===== src/rtl/air_hockey_pkg.sv =====
// Shared screen geometry, colour constants and the packed pixel format
// used between the drawers, the write queue and the VGA adapter.
package air_hockey_pkg;

    localparam int unsigned SCREEN_W = 320;
    localparam int unsigned SCREEN_H = 240;
    localparam int unsigned COORD_W  = 11;

    localparam logic [2:0] COLOUR_BLACK = 3'b000;
    localparam logic [2:0] COLOUR_GREEN = 3'b010;
    localparam logic [2:0] COLOUR_WHITE = 3'b111;

    typedef struct packed {
        logic [8:0] x;
        logic [7:0] y;
        logic [2:0] colour;
    } pixel_t;

    localparam int unsigned PIXEL_W = $bits(pixel_t);

    function automatic logic on_screen(
        input logic [COORD_W-1:0] x,
        input logic [COORD_W-1:0] y,
        input int unsigned        w,
        input int unsigned        h
    );
        return (x < COORD_W'(w)) && (y < COORD_W'(h));
    endfunction

endpackage


===== src/rtl/pixel_fifo.sv =====
// Single-clock synchronous FIFO with occupancy count; pushes are refused
// while full (no same-cycle pop bypass) and flush empties it.
module pixel_fifo #(
    parameter int unsigned DEPTH = 16,
    parameter int unsigned WIDTH = 20
) (
    input  logic                       clock,
    input  logic                       reset_n,
    input  logic                       flush,
    input  logic                       push,
    input  logic                       pop,
    input  logic [WIDTH-1:0]           din,
    output logic [WIDTH-1:0]           dout,
    output logic [$clog2(DEPTH):0]     level,
    output logic                       full,
    output logic                       empty
);

    localparam int unsigned AW = $clog2(DEPTH);
    localparam int unsigned LW = AW + 1;

    logic [WIDTH-1:0] mem [DEPTH];
    logic [AW-1:0]    wr_ptr;
    logic [AW-1:0]    rd_ptr;
    logic             do_push;
    logic             do_pop;

    assign full    = (level == LW'(DEPTH));
    assign empty   = (level == '0);
    assign do_push = push && !full;
    assign do_pop  = pop && !empty;
    assign dout    = mem[rd_ptr];

    always_ff @(posedge clock) begin
        if (do_push && reset_n && !flush) begin
            mem[wr_ptr] <= din;
        end
    end

    always_ff @(posedge clock) begin
        if (!reset_n || flush) begin
            wr_ptr <= '0;
            rd_ptr <= '0;
            level  <= '0;
        end else begin
            if (do_push) begin
                wr_ptr <= wr_ptr + AW'(1);
            end
            if (do_pop) begin
                rd_ptr <= rd_ptr + AW'(1);
            end
            case ({do_push, do_pop})
                2'b10:   level <= level + LW'(1);
                2'b01:   level <= level - LW'(1);
                default: level <= level;
            endcase
        end
    end

endmodule


===== src/rtl/pixel_write_queue.sv =====
// Clips drawer pixel writes to the screen, buffers them and drains them
// to the VGA adapter's x/y/colour/plot port whenever it permits.
module pixel_write_queue
    import air_hockey_pkg::*;
#(
    parameter int unsigned DEPTH    = 16,
    parameter int unsigned SCREEN_W = air_hockey_pkg::SCREEN_W,
    parameter int unsigned SCREEN_H = air_hockey_pkg::SCREEN_H
) (
    input  logic                   clock,
    input  logic                   reset_n,
    input  logic                   in_valid,
    input  logic [10:0]            in_x,
    input  logic [10:0]            in_y,
    input  logic [2:0]             in_colour,
    output logic                   in_ready,
    input  logic                   flush,
    input  logic                   out_enable,
    output logic [8:0]             vga_x,
    output logic [7:0]             vga_y,
    output logic [2:0]             vga_colour,
    output logic                   vga_plot,
    output logic [$clog2(DEPTH):0] level,
    output logic [15:0]            clipped_count,
    output logic                   overflow
);

    logic               in_range;
    logic               fifo_full;
    logic               fifo_empty;
    logic               push;
    logic               pop;
    pixel_t             din;
    pixel_t             head;
    logic [PIXEL_W-1:0] dout_raw;

    assign in_range = on_screen(in_x, in_y, SCREEN_W, SCREEN_H);
    assign push     = in_valid && in_range && !fifo_full;
    assign pop      = out_enable && !fifo_empty;
    assign in_ready = !fifo_full;
    assign head     = pixel_t'(dout_raw);

    always_comb begin
        din        = '0;
        din.x      = in_x[8:0];
        din.y      = in_y[7:0];
        din.colour = in_colour;
    end

    pixel_fifo #(
        .DEPTH (DEPTH),
        .WIDTH (PIXEL_W)
    ) u_fifo (
        .clock   (clock),
        .reset_n (reset_n),
        .flush   (flush),
        .push    (push),
        .pop     (pop),
        .din     (din),
        .dout    (dout_raw),
        .level   (level),
        .full    (fifo_full),
        .empty   (fifo_empty)
    );

    always_ff @(posedge clock) begin
        if (!reset_n) begin
            vga_x         <= '0;
            vga_y         <= '0;
            vga_colour    <= '0;
            vga_plot      <= 1'b0;
            clipped_count <= '0;
            overflow      <= 1'b0;
        end else if (flush) begin
            // Flush drops the pending plot and the presented pixel but keeps the clip tally.
            vga_plot <= 1'b0;
            overflow <= 1'b0;
        end else begin
            vga_plot <= pop;
            if (pop) begin
                vga_x      <= head.x;
                vga_y      <= head.y;
                vga_colour <= head.colour;
            end
            if (in_valid && !in_range && clipped_count != '1) begin
                clipped_count <= clipped_count + 16'd1;
            end
            if (in_valid && in_range && fifo_full) begin
                overflow <= 1'b1;
            end
        end
    end

endmodule


===== config.mk =====
export PLATFORM = sky130hd
export DESIGN_NAME = pixel_write_queue
export DESIGN_NICKNAME = d
export VERILOG_FILES = /design/src/rtl/air_hockey_pkg.sv /design/src/rtl/pixel_fifo.sv /design/src/rtl/pixel_write_queue.sv
export SDC_FILE = /design/constraint.sdc
export NUM_CORES = 1
export LEC_CHECK = 0
export BUFFER_PORTS_ARGS = -buffer_cell sky130_fd_sc_hd__buf_2
export CAP_MARGIN = 10
export CORE_AREA = 2 2 137 206
export DETAILED_ROUTE_END_ITERATION = 10
export DIE_AREA = 0 0 139 208
export PLACE_DENSITY = 0.72
export SLEW_MARGIN = 20
export SYNTH_ARGS = -nofsm -noshare
export SYNTH_HDL_FRONTEND = slang
export SYNTH_SLANG_ARGS = --single-unit

===== constraint.sdc =====
create_clock -name clock -period 4.7 [get_ports clock]
set_input_delay 0.235 -clock clock [delete_from_list [all_inputs] [get_ports clock]]
set_output_delay 0.235 -clock clock [all_outputs]
set_load 0.02 [all_outputs]

==> results of run 1 <==
-- stage by stage --
step / cell area, um^2 / instances / utilization
floorplan: 14700 / 874 / -
global placement: 15600 / 1267 / 0.578
detailed placement: 15600 / 1267 / 0.578
CTS: 16700 / 1327 / 0.616
global route: 16700 / 1327 / 0.616
finish: 16700 / 1327 / 0.616
-- power by group through the flow --
stage          clock, uW  sequential (uW)  combinational [uW]
3_3_place_gp           0             3640                80.6
4_1_cts             2620             3570                84.3
5_1_grt             2740             3570                93.3
3_5_place_dp           0             3640                84.0
6_report            2580             3570                84.1
2_1_floorplan          0             3650                27.5
-- cells in the mapped netlist (all sizes together) (2+ instances only) --
master,count
edfxtp,320
mux2i,97
nand2,53
dfxtp,51
a22oi,40
mux4,40
clkbuf,36
a21oi,24
nand4,23
a31oi,22
buf,18
nor3,18
nor2,14
nand2b,13
nor4,13
nand3,12
ha,10
inv,8
a221oi,7
nor2b,7
or4,6
xor2,5
nand3b,4
o31ai,4
and4,3
o21a,3
a21boi,2
a21o,2
and2,2
and3b,2
nor4b,2
o21ai,2
o311ai,2
o41ai,2
-- final timing paths --
kind	startpoint	end	slack (ns)	cells after the start
worst max-delay path	u_fifo.level[0]	u_fifo.level[4]	1.45	10
worst min-delay path	in_y[3]	u_fifo.mem[11][6]	0.09	1
worst max register to register	u_fifo.level[0]	u_fifo.level[4]	1.45	10
worst min register to register	clipped_count[1]	clipped_count[1]	0.51	2
-- cells by family after synthesis --
logic type	Yosys count	share of synthesized area
fa+ha+maj	11	0.00986
mux	137	0.127
compound gates	114	0.0544
xor+xnor	6	0.00357
buf+inv	63	0.0186
simple gates	172	0.0643
flops	371	0.722
-- layer usage --
layer | routed length (um) | vias to the layer above | track usage
li1 | - | 3662 | -
met1 | 12300 | 4185 | 0.278
met2 | 16700 | 319 | 0.392
met3 | 1870 | 72 | 0.0384
met4 | 1030 | 4 | 0.0857
met5 | 27 | - | 0
-- placed cells by master, fill, tap and decap left out, drive strengths merged, types with 13 or more instances in the layout --
cell type,instances
nor4,13
buf,105
a21oi,24
a22oi,40
a31oi,22
nand2,53
mux4,40
clkbuf,47
dfxtp,51
nand2b,13
edfxtp,320
mux2i,97
nand4,23
nor3,18
nor2,14
-- state kept, by name, indices dropped and copies added, names as in the netlist --
| signal | count |
|---|---|
| u_fifo.wr_ptr | 4 |
| clipped_count | 16 |
| overflow | 1 |
| vga_plot | 1 |
| u_fifo.mem | 320 |
| vga_y | 8 |
| vga_x | 9 |
| vga_colour | 3 |
| u_fifo.level | 5 |
| u_fifo.rd_ptr | 4 |
-- layout make-up --
| type | instances | area (um^2) | area share |
|---|---|---|---|
| flip-flops and latches | 371 | 10600 | 0.638 |
| multi-input cells | 440 | 3910 | 0.234 |
| clock buffers | 47 | 941 | 0.0565 |
| repair buffers | 105 | 631 | 0.0378 |
| well taps | 342 | 428 | 0.0257 |
| clock inverters | 13 | 88.8 | 0.00533 |
| inverters | 9 | 33.8 | 0.00203 |
-- worst max-delay path: stages, from the launching register on --
cell	delay (ns)
dfxtp_1	0.36
or4_4	0.59
nor2_1	0.32
inv_1	0.19
nand3_4	0.31
ha_1	0.35
ha_1	0.31
a21o_1	0.17
a21oi_1	0.17
mux2i_1	0.23
mux2i_1	0.18
==> results.md, run 1 <==
- Tightest Hold Check Type: in -> reg
- Routed via count: 8242
- Synth Flop Type: edfxtp_1
- CTS Root Cell: clkbuf_16
- Total Power: 6230 uW
- GRT Overall Usage: 0.223
- # IOs: 74
- Fraction of layout cells with a size suffix above 1: 0.220
- Fillers: 1978
- Post-synth top area share: 0.653
- Crit path time final: 3.25 ns
- Largest net degree at the start of global routing: 51
- Layout Nets: 1002
- Maximum VDD drop: 0.281 mV
- Max_slew headroom: 0.256
- Die width: 139 um
- TNS Setup: 0 ns
- Sw Ratio: 0.190
- Die area: 28900 um^2
- Crit path launch type: register
- Psw: 1190 uW
- Worst Path Arrival: 3.69 ns
- Rows: 74
- RePlAce Congestion: 0.859
- Layout area overhead: 13.2%
- Starting Density: 0.544
- Vias in the first global route: 8318
- First-pass iteration count of the detailed router: 5
- CP Capture Type: register
- Die Ht: 208 um
- WS Path Type: reg -> reg
- Synth Register Bits: 371
- Yosys top cell by area: edfxtp_1
- Critical path peak fanout: 17
- Comb pwr share: 0.013
- Post-DR vias/cell: 6.21
- Max clock buf depth: 3
- Place WS: 1.39 ns
- WP data required: 5.14 ns
- Final WL: 32000 um
- Synthesized area: 14700 um^2
- Antenna cells: 0
- RSZ-0062 raised after global routing: no
- Final worst path period share: 0.692
- Syn Inst Count: 874
- Synth area leaders: edfxtp_1, dfxtp_1, mux2i_1, mux4_2, a22oi_1
- First-pass GRT wire length: 48800 um
- Final ANT Viol Nets: 0
- CTS tree: done
- Clk pwr share: 0.413
- Initial antenna violation count: 2
- Flop pwr share: 0.573
- GRT overflow: 0
- Endpoints failing hold: 0
- Number of enable flip-flop cells after synthesis: 320
- Max Cap Viol: 0
- Worst hold margin: 0.0859 ns
- Worst setup margin: 1.45 ns
- CTS Buf Count: 34
- Syn Nets: 915
- IO buf count: 73
- Seq/Total Area, Yosys: 0.722
- # Post-CTS Setup Buffers: 0
- Worst slew pin tran: 1.12 ns
- Avg Cell Area, Syn: 16.8 um^2
- CTS Hold Bufs: 0
- Core area: 27000 um^2
- Slew Limit Fails: 0
- Asr flop ratio synth: 0
- Fmax: 0.307 GHz
- Clock Sinks: 371
- Skew-Pair Late Insertion Delay: 0.52 ns
- Skew final: 0.0137 ns
- Synth warn: 0
- CTS H-tree depth: 2
- CTS clk-pin slew, worst paths: 0.06 ns
- Setup violators final: 0
- Resize count post-CTS: 0
- Power Internal: 5050 uW
- Run status: complete, no violations
- First-iteration detailed-routing DRC count: 876
- Leakage: 0.00532 uW
- DRC viols: 0
- Post-DP HPWL: 18200 um
- WL per Instance: 24.1 um
- Pwr per Cell Area: 374 nW/um^2
- Post-synth cell types: 51
Note: power is estimated with default switching activity, not from simulation.
==> inputs of run 2 (changes only) <==
--- a/config.mk
+++ b/config.mk
@@ -10,7 +10,7 @@
 export CORE_AREA = 2 2 137 206
 export DETAILED_ROUTE_END_ITERATION = 10
 export DIE_AREA = 0 0 139 208
-export PLACE_DENSITY = 0.72
+export PLACE_DENSITY = 0.75
 export SLEW_MARGIN = 20
 export SYNTH_ARGS = -nofsm -noshare
 export SYNTH_HDL_FRONTEND = slang
==> constraint.sdc (replaced) <==
create_clock -name clock -period 2.9 [get_ports clock]
set_input_delay 0.145 -clock clock [delete_from_list [all_inputs] [get_ports clock]]
set_output_delay 0.145 -clock clock [all_outputs]
set_load 0.02 [all_outputs]
==> run 2 against run 1 <==
Effect of this change: die area unchanged; utilization is 1.4 points higher; final cell count rose by 3.3%; clock skew increased by 0.0028 ns; non-clock buffer count grew 45.
==> results.md, run 2 (same netlist as run 1, synthesis figures left out) <==
- DRC viols: 0 (unchanged)
- First-pass GRT wire length: 50900 um (+4.2%)
- Max clock buf depth: 3 (unchanged)
- CTS H-tree depth: 1 (-1)
- Critical path peak fanout: 6 (-11)
- CP delay by family, top: simple AND/OR/NAND/NOR gates
- Die Ht: 208 um (unchanged)
- Final instance area: 17000 um^2 (+2.2%)
- Die area: 28900 um^2 (unchanged)
- CTS clk-pin slew, worst paths: 0.07 ns (about the same)
- CP Cell Sequence: or4_4 -> nor2_4 -> inv_2 -> nand3_4 -> ha_1 -> ha_1 -> a21o_1 -> a21oi_1 -> mux2i_1 -> mux2i_1
- # Post-CTS Setup Buffers: 0 (unchanged)
- Final ANT Viol Nets: 0 (unchanged)
- Slowest-stage cell, CP: or4_4
- Most common cell after layout, fill and taps aside: edfxtp_1
- GRT Overall Usage: 0.232 (+0.00882)
- WS Path Type: reg -> reg
- R2R depth: 10 (unchanged)
- Crit path time final: 2.73 ns (-0.518 ns)
- Slew Limit Fails: 0 (unchanged)
- RePlAce Congestion: 0.858 (-0.12%)
- WL per Instance: 24.7 um (+2.6%)
- Max_slew headroom: 0.408 (+0.152)
- Skew final: 0.0165 ns (+0.00279 ns)
- Place WS: 0.144 ns (-1.25 ns)
- Post-DR vias/cell: 6.25 (+0.68%)
- Fin cells: 1371 (+3.3%)
- Finished Core Util: 0.630 (+0.0138)
- Total Power: 9960 uW (+60%)
- Leakage: 0.00550 uW (+3.5%)
- CTS Buf Count: 31 (-8.8%)
- Starting Density: 0.544 (unchanged)
- RSZ-0062 raised after global routing: no
- R2r startpoint: u_fifo.level[1]
- Final worst path period share: 0.943 (+0.251)
- Placed cell area: 15900 um^2 (+1.4%)
- Skew-Pair Late Insertion Delay: 0.58 ns (+0.06 ns)
- Layout Nets: 1044 (+4.2%)
- CTS tree: done
- Most frequent cells in the layout: edfxtp_1, mux2i_1, buf_2
- Endpoints failing hold: 0 (unchanged)
- Top Registers: u_fifo.mem: 320 flops, clipped_count: 16 flops, vga_x: 9 flops
- CTS Root Cell: clkbuf_16
- Max Cap Viol: 0 (unchanged)
- WP data required: 3.39 ns (-1.75 ns)
- Max reg flops: 320 (unchanged)
- Setup violators final: 0 (unchanged)
- Tightest Hold Check Type: in -> reg
- Routed via count: 8573 (+4.0%)
- Vias in the first global route: 8542 (+2.7%)
- Crit path largest cell delay: 0.58 ns (about the same)
- Largest Register: u_fifo.mem
- Maximum VDD drop: 0.487 mV (+73%)
- Core area: 27000 um^2 (unchanged)
- First-pass iteration count of the detailed router: 5 (unchanged)
- Hold_sp: flush
- Reg2reg setup slack: 0.17 ns (-1.28 ns)
- Crit path launch type: register
- Hold path cells: 3 (+2)
- Worst Path Arrival: 3.23 ns (-0.46 ns)
- Worst slew pin tran: 0.885 ns (-0.231 ns)
- IO buf count: 73 (unchanged)
- Rows: 74 (unchanged)
- Largest net degree at the start of global routing: 50 (-2.0%)
- Dpl cells: 1292 (+2.0%)
- Worst setup margin: 0.165 ns (-1.28 ns)
- GRT overflow: 0 (unchanged)
- CP Capture Type: register
- Fraction of layout cells with a size suffix above 1: 0.244 (+0.0239)
- Layout area overhead: 15.7%
- WP buf/inv: 1 (unchanged)
- Final WL: 33900 um (+6.0%)
- Initial antenna violation count: 1 (-1)
- Run status: complete, no violations
- Worst Hold Path EP: clipped_count[2]
- Die width: 139 um (unchanged)
- Clock Sinks: 371 (unchanged)
- Post-DP HPWL: 20700 um (+13%)
- Fillers: 1923 (-2.8%)
- Pwr per Cell Area: 585 nW/um^2 (+56%)
- # IOs: 74 (unchanged)
- Worst R2R End: u_fifo.level[4]
- Fmax: 0.366 GHz (+19%)
- First-iteration detailed-routing DRC count: 908 (+3.7%)
## run 2: cell count changes in the layout (fill, tap and decap cells not counted), moves of 2 or more
cell	delta
clkbuf_8	+3
clkinv_1	-4
clkinvlp_4	+3
clkbuf_1	-4
dlygate4sd3_1	+20
clkinv_2	+5
buf_12	+2
clkbuf_16	-4
buf_4	+23
## run 2: repair_timing
action,CTS,global route
hold buffers,20,0
endpoints found under the setup margin,0,1
endpoints found under the hold margin,277,0
gates resized for setup,0,1
## run 2: layer usage
metal	share of wire	GRT usage	vias to the layer above
li1	-	-	3754
met1	0.38	0.294	4364
met2	0.52	0.407	374
met3	0.063	0.0269	81
met4	0.037	0.0982	0
met5	0	0	-
## run 2: worst max-delay path by stage
stage	from	to	slack [ns]	cells after the start
2_1_floorplan	in_x[9]	u_fifo.mem[10][0]	-0.32	5
3_5_place_dp	u_fifo.level[1]	u_fifo.level[4]	0.14	9
5_1_grt	u_fifo.level[1]	u_fifo.level[4]	0.009	10
6_report	u_fifo.level[1]	u_fifo.level[4]	0.17	10
4_1_cts	u_fifo.level[1]	u_fifo.level[4]	0.12	9
3_3_place_gp	u_fifo.level[1]	u_fifo.level[4]	0.22	9
## run 2: worst reg2reg max path, delay by kind of cell (launching register included)
family	cells	cell delay, ns
mux	2	0.42
buf+inv	1	0.09
compound gates	2	0.34
simple gates	3	0.83
fa+ha+maj	2	0.61
flops	1	0.36
## run 2: layout make-up
cell class / instances / area, um^2 / share of cell area
diodes: 1 / 2.50 / 0.000147
clock buffers: 42 / 867 / 0.0509
flip-flops and latches: 371 / 10600 / 0.624
inverters: 9 / 33.8 / 0.00198
well taps: 342 / 428 / 0.0251
repair buffers: 150 / 1040 / 0.0613
clock inverters: 16 / 113 / 0.00661
multi-input cells: 440 / 3910 / 0.230
## run 2: through the flow
stage | setup TNS [ns] | hold WS, ns
floorplan | -87.27 | 0.244
global placement | 0 | 0.459
detailed placement | 0 | 0.449
CTS | 0 | 0.0209
global route | 0 | 0.0636
finish | 0 | 0.0576
## run 2: power by group
part	internal [uW]	total, uW	switching, uW	leakage, uW
registers	5780	5790	2.55	0.00329
clock network	2180	4010	1820	0.000480
logic	51.9	167	115	0.00173
total	8020	9960	1940	0.00550
==> inputs of run 3 (changes only) <==
--- a/config.mk
+++ b/config.mk
@@ -10,6 +10,8 @@
 export CORE_AREA = 2 2 137 206
 export DETAILED_ROUTE_END_ITERATION = 10
 export DIE_AREA = 0 0 139 208
+export GPL_TIMING_DRIVEN = 0
+export MAX_ROUTING_LAYER = met4
 export PLACE_DENSITY = 0.75
 export SLEW_MARGIN = 20
 export SYNTH_ARGS = -nofsm -noshare
==> run 3 against run 2 <==
Effect of this change: combinational power grew 8%; final cell count grew 3.4%; clock-buffer cell count shrank 4; via count grew 1.8%; non-clock buffer count grew 50; sequential power is essentially flat; total power grew 0.41%; critical path type unchanged.
==> results.md, run 3 (same netlist as run 1, synthesis figures left out) <==
- Fraction of layout cells with a size suffix above 1: 0.229 (-0.0153)
- Slowest-stage cell, CP: nor3_2
- Layout area overhead: 17.1%
- WL per Instance: 25.3 um (+2.3%)
- Max_slew headroom: 0.328 (-0.0803)
- Slew Limit Fails: 0 (unchanged)
- CTS clk-pin slew, worst paths: 0.06 ns (about the same)
- CTS Buf Count: 31 (unchanged)
- Crit. path cell count: 5 (-5)
- CP delay by family, top: buffers and inverters
- Crit. Startpoint: u_fifo.wr_ptr[3]
- Die Ht: 208 um (unchanged)
- Max reg flops: 320 (unchanged)
- Crit path time final: 2.76 ns (+0.0252 ns)
- Clock Sinks: 371 (unchanged)
- Setup violators final: 0 (unchanged)
- Rows: 74 (unchanged)
- CTS Root Cell: clkbuf_16
- Routed via count: 8724 (+1.8%)
- Worst R2R End: u_fifo.mem[15][2]
- Top Registers: u_fifo.mem: 320 flops, clipped_count: 16 flops, vga_x: 9 flops
- Reg2reg setup slack: 0.14 ns (-0.03 ns)
- Worst hold margin: 0.0223 ns (-0.0354 ns)
- Run status: complete, no violations
- Vias in the first global route: 8782 (+2.8%)
- Maximum VDD drop: 0.475 mV (-2.4%)
- Worst Setup EP: u_fifo.mem[15][2]
- Max Cap Viol: 0 (unchanged)
- Fmax: 0.362 GHz (-0.91%)
- IO buf count: 72 (-1.4%)
- Worst slew pin tran: 1.01 ns (+0.123 ns)
- Skew final: 0.0143 ns (-0.00224 ns)
- Core area: 27000 um^2 (unchanged)
- Leakage: 0.00561 uW (+2.0%)
- Final WL: 35900 um (+5.8%)
- WS Path Type: reg -> reg
- First-iteration detailed-routing DRC count: 980 (+7.9%)
- # IOs: 74 (unchanged)
- First-pass iteration count of the detailed router: 7 (+2)
- DRC viols: 0 (unchanged)
- Crit path launch type: register
- Final instance area: 17200 um^2 (+1.2%)
- Fillers: 1845 (-4.1%)
- Die area: 28900 um^2 (unchanged)
- First-pass GRT wire length: 53400 um (+5.0%)
- Worst setup margin: 0.140 ns (-0.0252 ns)
- Placed cell area: 15900 um^2 (+0.59%)
- Final ANT Viol Nets: 0 (unchanged)
- Skew-Pair Late Insertion Delay: 0.57 ns (about the same)
- Max clock buf depth: 3 (unchanged)
- Layout Nets: 1094 (+4.8%)
- Die width: 139 um (unchanged)
- Pwr per Cell Area: 580 nW/um^2 (-0.78%)
- Post-DR vias/cell: 6.15 (-1.6%)
- R2r startpoint: u_fifo.wr_ptr[3]
- RePlAce Congestion: 0.920 (+7.3%)
- CTS tree: done
- GRT overflow: 0 (unchanged)
- Critical path peak fanout: 10 (+4)
- Total Power: 10000 uW (+0.41%)
- RSZ-0062 raised after global routing: yes
- WP data required: 3.18 ns (-0.21 ns)
- R2R depth: 5 (-5)
- Final worst path period share: 0.952 (+0.00868)
- Most common cell after layout, fill and taps aside: edfxtp_1
- Largest Register: u_fifo.mem
- WP buf/inv: 4 (+3)
- Tightest Hold Check Type: in -> reg
- Worst Path Arrival: 3.03 ns (-0.20 ns)
- Starting Density: 0.544 (unchanged)
- Largest net degree at the start of global routing: 17 (-66%)
- GRT Overall Usage: 0.256 (+0.0234)
- Endpoints failing hold: 0 (unchanged)
- Initial antenna violation count: 1 (unchanged)
- CP Capture Type: register
- Place WS: -0.376 ns (-0.520 ns)
- Crit path largest cell delay: 0.71 ns (+0.13 ns)
- CP Cell Sequence: buf_1 -> clkinv_1 -> nor3_2 -> buf_4 -> buf_6
- Most frequent cells in the layout: edfxtp_1, mux2i_1, buf_2
- Post-DP HPWL: 24300 um (+17%)
- CTS H-tree depth: 1 (unchanged)
==> run 3: changes by cell type in the layout (fill, tap and decap cells not counted), moves of 3 or more <==
| cell | before | now |
|---|---|---|
| buf_6 | 0 | 8 |
| buf_2 | 73 | 84 |
| buf_12 | 4 | 1 |
| clkbuf_1 | 6 | 43 |
| dlygate4sd3_1 | 20 | 25 |
| clkbuf_8 | 5 | 0 |
| buf_4 | 53 | 44 |
| clkinv_1 | 4 | 8 |
| clkinvlp_4 | 3 | 0 |
| clkinv_2 | 8 | 4 |
==> run 3: worst min path at each step <==
stage	startpoint	end	slack, ns	cells after the start
finish	in_x[10]	u_fifo.wr_ptr[1]	0.02	4
global route	in_x[10]	u_fifo.wr_ptr[1]	0.04	4
CTS	in_x[10]	u_fifo.wr_ptr[1]	0.003	4
detailed placement	reset_n	clipped_count[12]	0.47	3
global placement	overflow	overflow	0.46	2
floorplan	in_colour[0]	u_fifo.mem[0][0]	0.24	0
==> run 3: worst register-to-register path, stage by stage (launching register included) <==
cell,delay (ns)
dfxtp_1,0.31
buf_1,0.47
clkinv_1,0.50
nor3_2,0.71
buf_4,0.31
buf_6,0.16
==> run 3: per-layer routing <==
metal,wire length (um),global-route usage,vias to the layer above
met5,0,-,-
met4,1830,0.119,0
met3,2730,0.0368,104
met2,18000,0.428,429
met1,13200,0.308,4332
li1,-,-,3859
==> run 3: per-stage QoR <==
step,TNS [ns],utilization,instances
after floorplan,-87.27,-,874
after global placement,-699.74,0.574,1288
after detailed placement,-9.99,0.590,1331
after CTS,0,0.635,1412
after global routing,-0.181,0.638,1418
final,0,0.638,1418
==> run 3: repair_timing <==
action,in CTS,in global routing
endpoints found under the hold margin,311,0
cloned,0,0
buffers inserted,1,5
endpoints found under the setup margin,1,12
hold buffers,25,0
pin swaps,1,1
gates resized for setup,2,5
==> run 3: area by class of cell <==
class | instances | area [um^2] | area share
tap | 342 | 428 | 0.0248
multi-input combinational | 440 | 3930 | 0.228
sequential | 371 | 10600 | 0.617
buffer | 54 | 249 | 0.0144
antenna | 1 | 2.50 | 0.000145
timing repair buffer | 146 | 1000 | 0.0583
inverter | 9 | 33.8 | 0.00196
clock buffer | 38 | 802 | 0.0465
clock inverter | 17 | 159 | 0.00922
==> run 3: report_power, final <==
group          internal (uW)  total, uW  switching (uW)
clock                   2220       4030            1810
combinational           56.4        180             124
sequential              5790       5790            2.77
